<file path="src/rtl/led_pattern_ctrl.sv">
// led_pattern_ctrl
// Consumes the slow output of the clock divider as a data signal on the fast
// system clock. Each rising edge of that signal, when enabled, is a "step"
// that advances one of four LED patterns by one position:
//   OFF    : all LEDs dark
//   BOUNCE : a block of TRAIL_LEN lit LEDs sweeps left and right
//   FILL   : LEDs fill up from bit 0, then drain back down to empty
//   BLINK  : all LEDs toggle together
// A mode change is only honoured at a step, and that step loads the new
// pattern's starting value instead of advancing the old pattern.
// led and phase come straight from flops; no input reaches them combinationally.

module led_pattern_ctrl #(
    parameter int LED_NUM   = 16,
    parameter int TRAIL_LEN = 4
) (
    input  logic               clk_in,
    input  logic               rst_n,
    input  logic               clk_div,
    input  logic               en,
    input  logic [1:0]         mode,
    output logic [LED_NUM-1:0] led,
    output logic               phase
);

    // Mode encodings as seen on the mode input
    localparam logic [1:0] MODE_OFF    = 2'b00;
    localparam logic [1:0] MODE_BOUNCE = 2'b01;
    localparam logic [1:0] MODE_FILL   = 2'b10;
    localparam logic [1:0] MODE_BLINK  = 2'b11;

    // Starting / reload values for the LED register
    localparam logic [LED_NUM-1:0] LED_ZERO     = '0;
    localparam logic [LED_NUM-1:0] LED_ALL      = '1;
    localparam logic [LED_NUM-1:0] LED_ONE      = {{(LED_NUM-1){1'b0}}, 1'b1};
    localparam logic [LED_NUM-1:0] LED_BOUNCE_0 =
        {{(LED_NUM-TRAIL_LEN){1'b0}}, {TRAIL_LEN{1'b1}}};

    // Pattern states. phase is 1 in the "outgoing" half of each pattern:
    // MOVE_L, FILL_UP and BLINK_ON.
    typedef enum logic [2:0] {
        S_OFF     = 3'd0,
        MOVE_L    = 3'd1,
        MOVE_R    = 3'd2,
        FILL_UP   = 3'd3,
        DRAIN     = 3'd4,
        BLINK_ON  = 3'd5,
        BLINK_OFF = 3'd6
    } state_t;

    state_t     state_reg;
    logic       clk_div_q;
    logic [1:0] mode_q;
    logic       step;
    logic       led_msb;
    logic       led_lsb;
    logic       led_full;
    logic       led_empty;

    // Rising edge of the divided clock, gated by the enable. clk_div_q keeps
    // tracking clk_div while en=0, so raising en during a high phase of
    // clk_div cannot produce a spurious step.
    always_comb begin
        step      = clk_div & ~clk_div_q & en;
        led_msb   = led[LED_NUM-1];
        led_lsb   = led[0];
        led_full  = (led == LED_ALL);
        led_empty = (led == LED_ZERO);
    end

    // Edge-detect register, mode latch and pattern FSM with registered led/phase
    always_ff @(posedge clk_in) begin
        if (!rst_n) begin
            clk_div_q <= 1'b0;
            mode_q    <= MODE_OFF;
            led       <= LED_ZERO;
            phase     <= 1'b0;
            state_reg <= S_OFF;
        end else begin
            clk_div_q <= clk_div;
            if (step) begin
                if (mode != mode_q) begin
                    // New mode: load its starting value, no advance this step
                    mode_q <= mode;
                    case (mode)
                        MODE_BOUNCE: begin
                            led       <= LED_BOUNCE_0;
                            state_reg <= MOVE_L;
                            phase     <= 1'b1;
                        end
                        MODE_FILL: begin
                            led       <= LED_ONE;
                            state_reg <= FILL_UP;
                            phase     <= 1'b1;
                        end
                        MODE_BLINK: begin
                            led       <= LED_ALL;
                            state_reg <= BLINK_ON;
                            phase     <= 1'b1;
                        end
                        default: begin
                            led       <= LED_ZERO;
                            state_reg <= S_OFF;
                            phase     <= 1'b0;
                        end
                    endcase
                end else begin
                    // Same mode: advance the running pattern by one position
                    case (state_reg)
                        MOVE_L: begin
                            if (led_msb) begin
                                led       <= led >> 1;
                                state_reg <= MOVE_R;
                                phase     <= 1'b0;
                            end else begin
                                led       <= led << 1;
                                phase     <= 1'b1;
                            end
                        end
                        MOVE_R: begin
                            if (led_lsb) begin
                                led       <= led << 1;
                                state_reg <= MOVE_L;
                                phase     <= 1'b1;
                            end else begin
                                led       <= led >> 1;
                                phase     <= 1'b0;
                            end
                        end
                        FILL_UP: begin
                            if (led_full) begin
                                led       <= led >> 1;
                                state_reg <= DRAIN;
                                phase     <= 1'b0;
                            end else begin
                                led       <= (led << 1) | LED_ONE;
                                phase     <= 1'b1;
                            end
                        end
                        DRAIN: begin
                            if (led_empty) begin
                                led       <= LED_ONE;
                                state_reg <= FILL_UP;
                                phase     <= 1'b1;
                            end else begin
                                led       <= led >> 1;
                                phase     <= 1'b0;
                            end
                        end
                        BLINK_ON: begin
                            led       <= LED_ZERO;
                            state_reg <= BLINK_OFF;
                            phase     <= 1'b0;
                        end
                        BLINK_OFF: begin
                            led       <= LED_ALL;
                            state_reg <= BLINK_ON;
                            phase     <= 1'b1;
                        end
                        default: begin
                            // S_OFF (and any unused encoding) parks dark
                            led       <= LED_ZERO;
                            state_reg <= S_OFF;
                            phase     <= 1'b0;
                        end
                    endcase
                end
            end
        end
    end

endmodule

</file>
<file path="config.mk">
export PLATFORM = sky130hd
export DESIGN_NAME = led_pattern_ctrl
export DESIGN_NICKNAME = d
export VERILOG_FILES = /design/src/rtl/led_pattern_ctrl.sv
export SDC_FILE = /design/constraint.sdc
export NUM_CORES = 1
export LEC_CHECK = 0
export CORE_UTILIZATION = 49
export DETAILED_ROUTE_END_ITERATION = 8
export GPL_TIMING_DRIVEN = 0
export PLACE_DENSITY = 0.74
export SLEW_MARGIN = 40
export SYNTH_ARGS = -nofsm -noshare
export SYNTH_HDL_FRONTEND = slang
export SYNTH_SLANG_ARGS = --single-unit
</file>
<file path="constraint.sdc">
create_clock -name clk_in -period 2.06 [get_ports clk_in]
set_input_delay 0.309 -clock clk_in [delete_from_list [all_inputs] [get_ports clk_in]]
set_output_delay 0.309 -clock clk_in [all_outputs]
set_load 0.02 [all_outputs]
</file>
## Word-level counts from Yosys, hierarchy flattened

Cells that the tools add are included.

| storage, ports and cells | value |
|---|---|
| bits in registers | 23 |
| output and inout bits | 17 |
| word-level logic and storage cells | 48 |
| input bits | 6 |

| operators by class | value |
|---|---|
| reduce and logical (&&, ||, !) cells | 4 |
| bitwise logic cells | 3 |
| mux-type cells | 21 |
| eq/ne operators | 15 |

Operators with widths:

| operator | count |
|---|---|
| 16-bit case mux with 5 select lines | 1 |
| 16-bit two-way mux | 4 |
| 16-bit case mux with 3 select lines | 1 |
| 3-bit case mux with 6 select lines | 1 |
| 16-bit == test (second input constant) | 1 |
| 16-bit zero test | 1 |
| 15-bit two-way mux | 1 |
| 3-bit two-way mux | 5 |
| 3-bit != test (second input constant) | 4 |
| 3-bit == test (second input constant) | 3 |
| 3-bit case mux with 3 select lines | 1 |
| 3-bit by 2-bit == test with 1-bit output (second input constant) | 2 |
| 1-bit two-way mux | 6 |
| 1-bit case mux with 5 select lines | 1 |
| 5-bit AND reduction | 1 |
| 2-bit == test (second input constant) | 2 |
| 3-bit by 1-bit == test with 1-bit output (second input constant) | 1 |
| 3-bit OR reduction | 1 |
| 1-bit AND | 2 |
| 2-bit by 1-bit == test with 1-bit output (second input constant) | 1 |
| 2-bit != test | 1 |
| 2-bit AND reduction | 1 |
| 1-bit inverter | 1 |

## Longest topological paths before layout

| logic depth | value |
|---|---|
| depth after elaboration | 4 |
| depth in mapped cells | 8 |

## Least setup slack after synthesis

OpenSTA, ideal clock, no wires.

| path | value |
|---|---|
| path type | reg2reg |
| start point | register led[1] |
| end point | register state_reg[2] |
| setup slack | 0.058 ns |
| cell stages (with the launch flop) | 7 |
| path buffers | 0 |
| data arrival time | 1.879 ns |
| clock period less this slack | 2.002 ns |
| setup time | 0.122 ns |
| cell sequence | dfxtp_1 > nand4_2 > or4_4 > a21boi_4 > a31oi_1 > nor4_2 > nor3b_1 |

| between the ends | value |
|---|---|
| longest elaborated chain between the ends | 3 |
| elaborated cells on any way between the ends | 5 |

Ends and longest elaborated chain:

| element | line | RTL |
|---|---|---|
| from (decl) | 22 | `output logic [LED_NUM-1:0] led,` |
| from (signal assigned) | 112 | `led <= led >> 1;` |
| from (signal assigned) | 116 | `led <= led << 1;` |
| from (signal assigned) | 122 | `led <= led << 1;` |
| 16-bit == test / 16-bit zero test (equally long branches) | 67, 68 |  |
| 3-bit != test (no source line) | -- |  |
| 5-bit AND reduction (no source line) * | -- |  |
| to (signal assigned) | 78 | `state_reg <= S_OFF;` |
| to (signal assigned) | 88 | `state_reg <= MOVE_L;` |
| to (signal assigned) | 93 | `state_reg <= FILL_UP;` |
| to (decl) | 51 | `state_t state_reg;` |

Mark *: on every way between the ends. The rest lies on a longest branch, timed or not.
A chain may end at the register's enable or synchronous reset.

## Final worst setup path

| path | value |
|---|---|
| start point | register led[12] |
| end point | register state_reg[2] |

Same word-level chain as after synthesis.

==> run_results.csv <==
group,metric,value,unit
run_status,outcome,"complete, no violations",
route,route.detailed.drc,0,
cts,hold_buffers,0,
worst_setup_path,worstSetupPathType,"reg2reg",
route,drt_iter0_drc,79,
route,via_per_inst,6.529,
timing,drv_slew,0,
cts,clk_path_buf_depth,2,
worst_setup_path,path_buf_inv,0,
worst_hold_path,hold_class,"reg2reg",
place,placed_area,0.001734,sq mm
route,dr_total_vias,1691,
power_and_ir_drop,switching_share,35.21,%
final_layout,antennaDiodeCount,0,
global_route,met3_usage,3.226,%
synth,syn-num-nets,206,
worst_setup_path,critical_path_arrival,2.20,ns
synth,ys_seq_area_share,31.21,%
worst_setup_path,path_cells,"nand4_2 > or4_4 > a21boi_4 > a31oi_2 > nor4_2 > nor3b_1",
synth,synth_top_family_by_area,"compound AO/OA/AOI/OAI gates",
synth,synth_top_cell_by_area,"dfxtp_1",
flow_run,drv_cap,0,
synth,yosys.area_share.simple,30.03,%
synth,synthDistinctLibCells,44,
final_layout,fin_area,0.001849,sq mm
power_and_ir_drop,seqPwrFrac,49.0,%
timing,finalSetupViolCount,0,
floorplanning,core,0.002805,sq mm
final_layout,drive_above_1_share,18.42,%
power_and_ir_drop,clock_power_share,21.3,%
floorplanning,initial_utilization,52.59,%
global_route,met1_usage,37.06,%
place,dp_hpwl,3023,microns
power_and_ir_drop,p_int,0.6770,mW
global_route,use_met2,42.86,%
synth,postSynthAreaPerCell,7.376,sq um
power_and_ir_drop,power_density,565.0,mW/mm^2
place,routabilityCongestion,0.9211,
global_route,antenna_found_initial,0,
worst_setup_path,critPathSlowestCell,"or4_4",
floorplanning,die_y,56.87,microns
power_and_ir_drop,p_switching,0.3679,mW
synth,syn_inst,200,
cts,numCtsBuffers,3,
timing,period_needed,1.973,ns
cts,root_buffer,"clkbuf_4",
power_and_ir_drop,vdd_drop_max,0.0003720,V
power_and_ir_drop,p_leak,0.6722,nW
worst_hold_path,holdCritStartpoint,"phase",
synth,synthMuxAreaShare,1.442,%
cts,clock_latency,0.32,ns
synth,yosys.area_share.adder,0,%
global_route,grt_max_degree,13,
timing,max_slew_margin,66.73,%
global_route,grt_pass1_wl,6886,microns
final_layout,largest_reg_flops,16,
worst_setup_path,slowest_delay,0.58,ns
worst_setup_path,worstRegToRegCells,6,
worst_hold_path,whs_path_depth,2,
worst_setup_path,path_max_fanout,6,
timing,fin_hold_ws,0.5083,ns
timing,fmaxAchievable,0.5067,GHz
worst_setup_path,cp-start-kind,"register",
route,wire_per_inst,16.38,microns
cts,clkTransAtPathRegs,0.14,ns
synth,synth_top_area_share,31.21,%
synth,synthTopCellsByArea,"dfxtp_1 (31%), o21ai_0 (10%), a21oi_1 (7.1%)",
timing,hold_viol_final,0,
synth,synth-xor-area-share,1.187,%
worst_setup_path,crit_path_start,"led[12]",
place,numPortBuffers,22,
final_layout,area_delta_synth_final,25.36,%
worst_setup_path,required,2.29,ns
worst_setup_path,crit_cells,6,
route,dr.pass1.iters,4,
cts,cts_tree,"built",
floorplanning,chipWidth,56.87,microns
timing,finClkSkew,0.01403,ns
timing,period_share,95.80,%
route,routed_wl,4242,microns
power_and_ir_drop,combPwrFrac,29.7,%
floorplanning,rows,19,
synth,synth-warning-count,0,
worst_setup_path,critPathTopFamily,"simple AND/OR/NAND/NOR gates",
global_route,grt_pass1_vias,1480,
synth,synth_compound_area_share,32.06,%
worst_setup_path,end_kind,"register",
floorplanning,dieArea,0.003234,sq mm
global_route,grt.busiest_layer,"met2",
cts,cts_sinks,23,
final_layout,nNetsFinal,235,
timing,tightestPinTransition,0.4938,ns
global_route,gr-total-overflow,0,
floorplanning,ios,23,
worst_setup_path,reg2reg_from,"led[12]",
synth,ys_seq_elements,23,
synth,netlist_area,0.001475,sq mm
global_route,grt_usage,26.93,%
cts,htreeDepth,1,
route,ant_nets,0,
==> cell usage in the layout, fill, tap and decap left out, drive strengths merged, types with 2 or more instances in the layout <==
| master | instances |
|---|---|
| nand4 | 5 |
| a21o | 2 |
| a221o | 2 |
| nand2b | 3 |
| clkdlybuf4s50 | 22 |
| o211ai | 2 |
| nand3b | 4 |
| clkbuf | 14 |
| a221oi | 2 |
| o21ai | 31 |
| a311oi | 3 |
| a211oi | 3 |
| xnor2 | 2 |
| nor4 | 6 |
| nand2 | 26 |
| nor3b | 2 |
| a21boi | 4 |
| a21oi | 21 |
| o31ai | 2 |
| buf | 6 |
| nor3 | 7 |
| nor2b | 5 |
| dfxtp | 23 |
| nor2 | 16 |
==> metal layers <==
layer / share of wire (%) / up-vias
met5: 0 / -
met4: 2.7 / 0
met3: 6.7 / 13
met2: 46 / 79
met1: 44 / 797
li1: - / 802
==> metrics by stage <==
stage	utilization [%]	std cells	setup WS, ns	TNS (ns)	total power [mW]
floorplan	-	200	0.05817	0	0.7016
global placement	61.82	253	-0.4839	-6.000	0.8017
detailed placement	61.82	253	-0.5033	-6.140	0.8062
CTS	63.65	258	0.01022	0	1.023
global route	65.92	259	-0.01533	-0.03443	1.085
finish	65.92	259	0.08658	0	1.045
==> area by class of cell <==
class                           count  area, sq um
Fill cell                         260        955.9
Tap cell                           31        38.79
Sequential cell                    23        474.2
Inverter                            1        3.754
Multi-Input combinational cell    162         1002
Buffer                             13        61.31
Clock buffer                        4        26.28
Timing Repair Buffer               25        242.7
==> cell usage after synthesis (all sizes together) <==
cell type  number
mux2i           1
or3b            1
and2            1
nand3           1
a21o            2
buf             2
a221o           2
nand2b          3
clkbuf         12
o211ai          2
nand2          26
a311oi          3
a32oi           1
nand4           5
nor3            7
o21a            1
a221oi          2
or4             1
o31ai           2
o21ai          31
or2             1
nor2           16
inv             1
nand3b          4
nor4            6
mux2            1
nor2b           5
a31oi           1
xnor2           2
nor3b           2
a211oi          3
or3             1
a21oi          21
dfxtp          23
a31o            1
nand4b          1
a21boi          4
a211o           1
==> cells by family (layout without fill, tap and decap cells) <==
group / after synthesis / after routing
simple gates: 81 / 81
flops: 23 / 23
xor+xnor: 2 / 2
mux: 2 / 2
compound gates: 77 / 77
buf+inv: 15 / 43
==> worst register-to-register path, delay by kind of cell (launching register included) <==
kind             cells  cell delay, ns
flip-flops           1            0.44
AND/OR/NAND/NOR      4            1.10
AO/OA/AOI/OAI        2            0.35
==> power groups by stage <==
stage                     logic (mW)  registers (mW)  clock network (mW)
after floorplan                0.168           0.533                   0
after global placement         0.284           0.517                   0
after detailed placement       0.288           0.518                   0
after CTS                      0.292           0.509               0.222
after global routing           0.333           0.517               0.235
final                          0.310           0.512               0.222
==> path summary, 6_finish.rpt <==
check | to | slack, ns
min reg2reg | phase | 0.51
max | state_reg[2] | 0.09
min | phase | 0.51
max reg2reg | state_reg[2] | 0.09
==> what timing repair did <==
| action | in CTS | in global routing |
|---|---|---|
| buffers inserted | 2 | 1 |
| endpoints found under the setup margin | 14 | 18 |
| gates resized for setup | 5 | 27 |
| pin swaps | 3 | 1 |
Power figures use the tool's default switching activity.
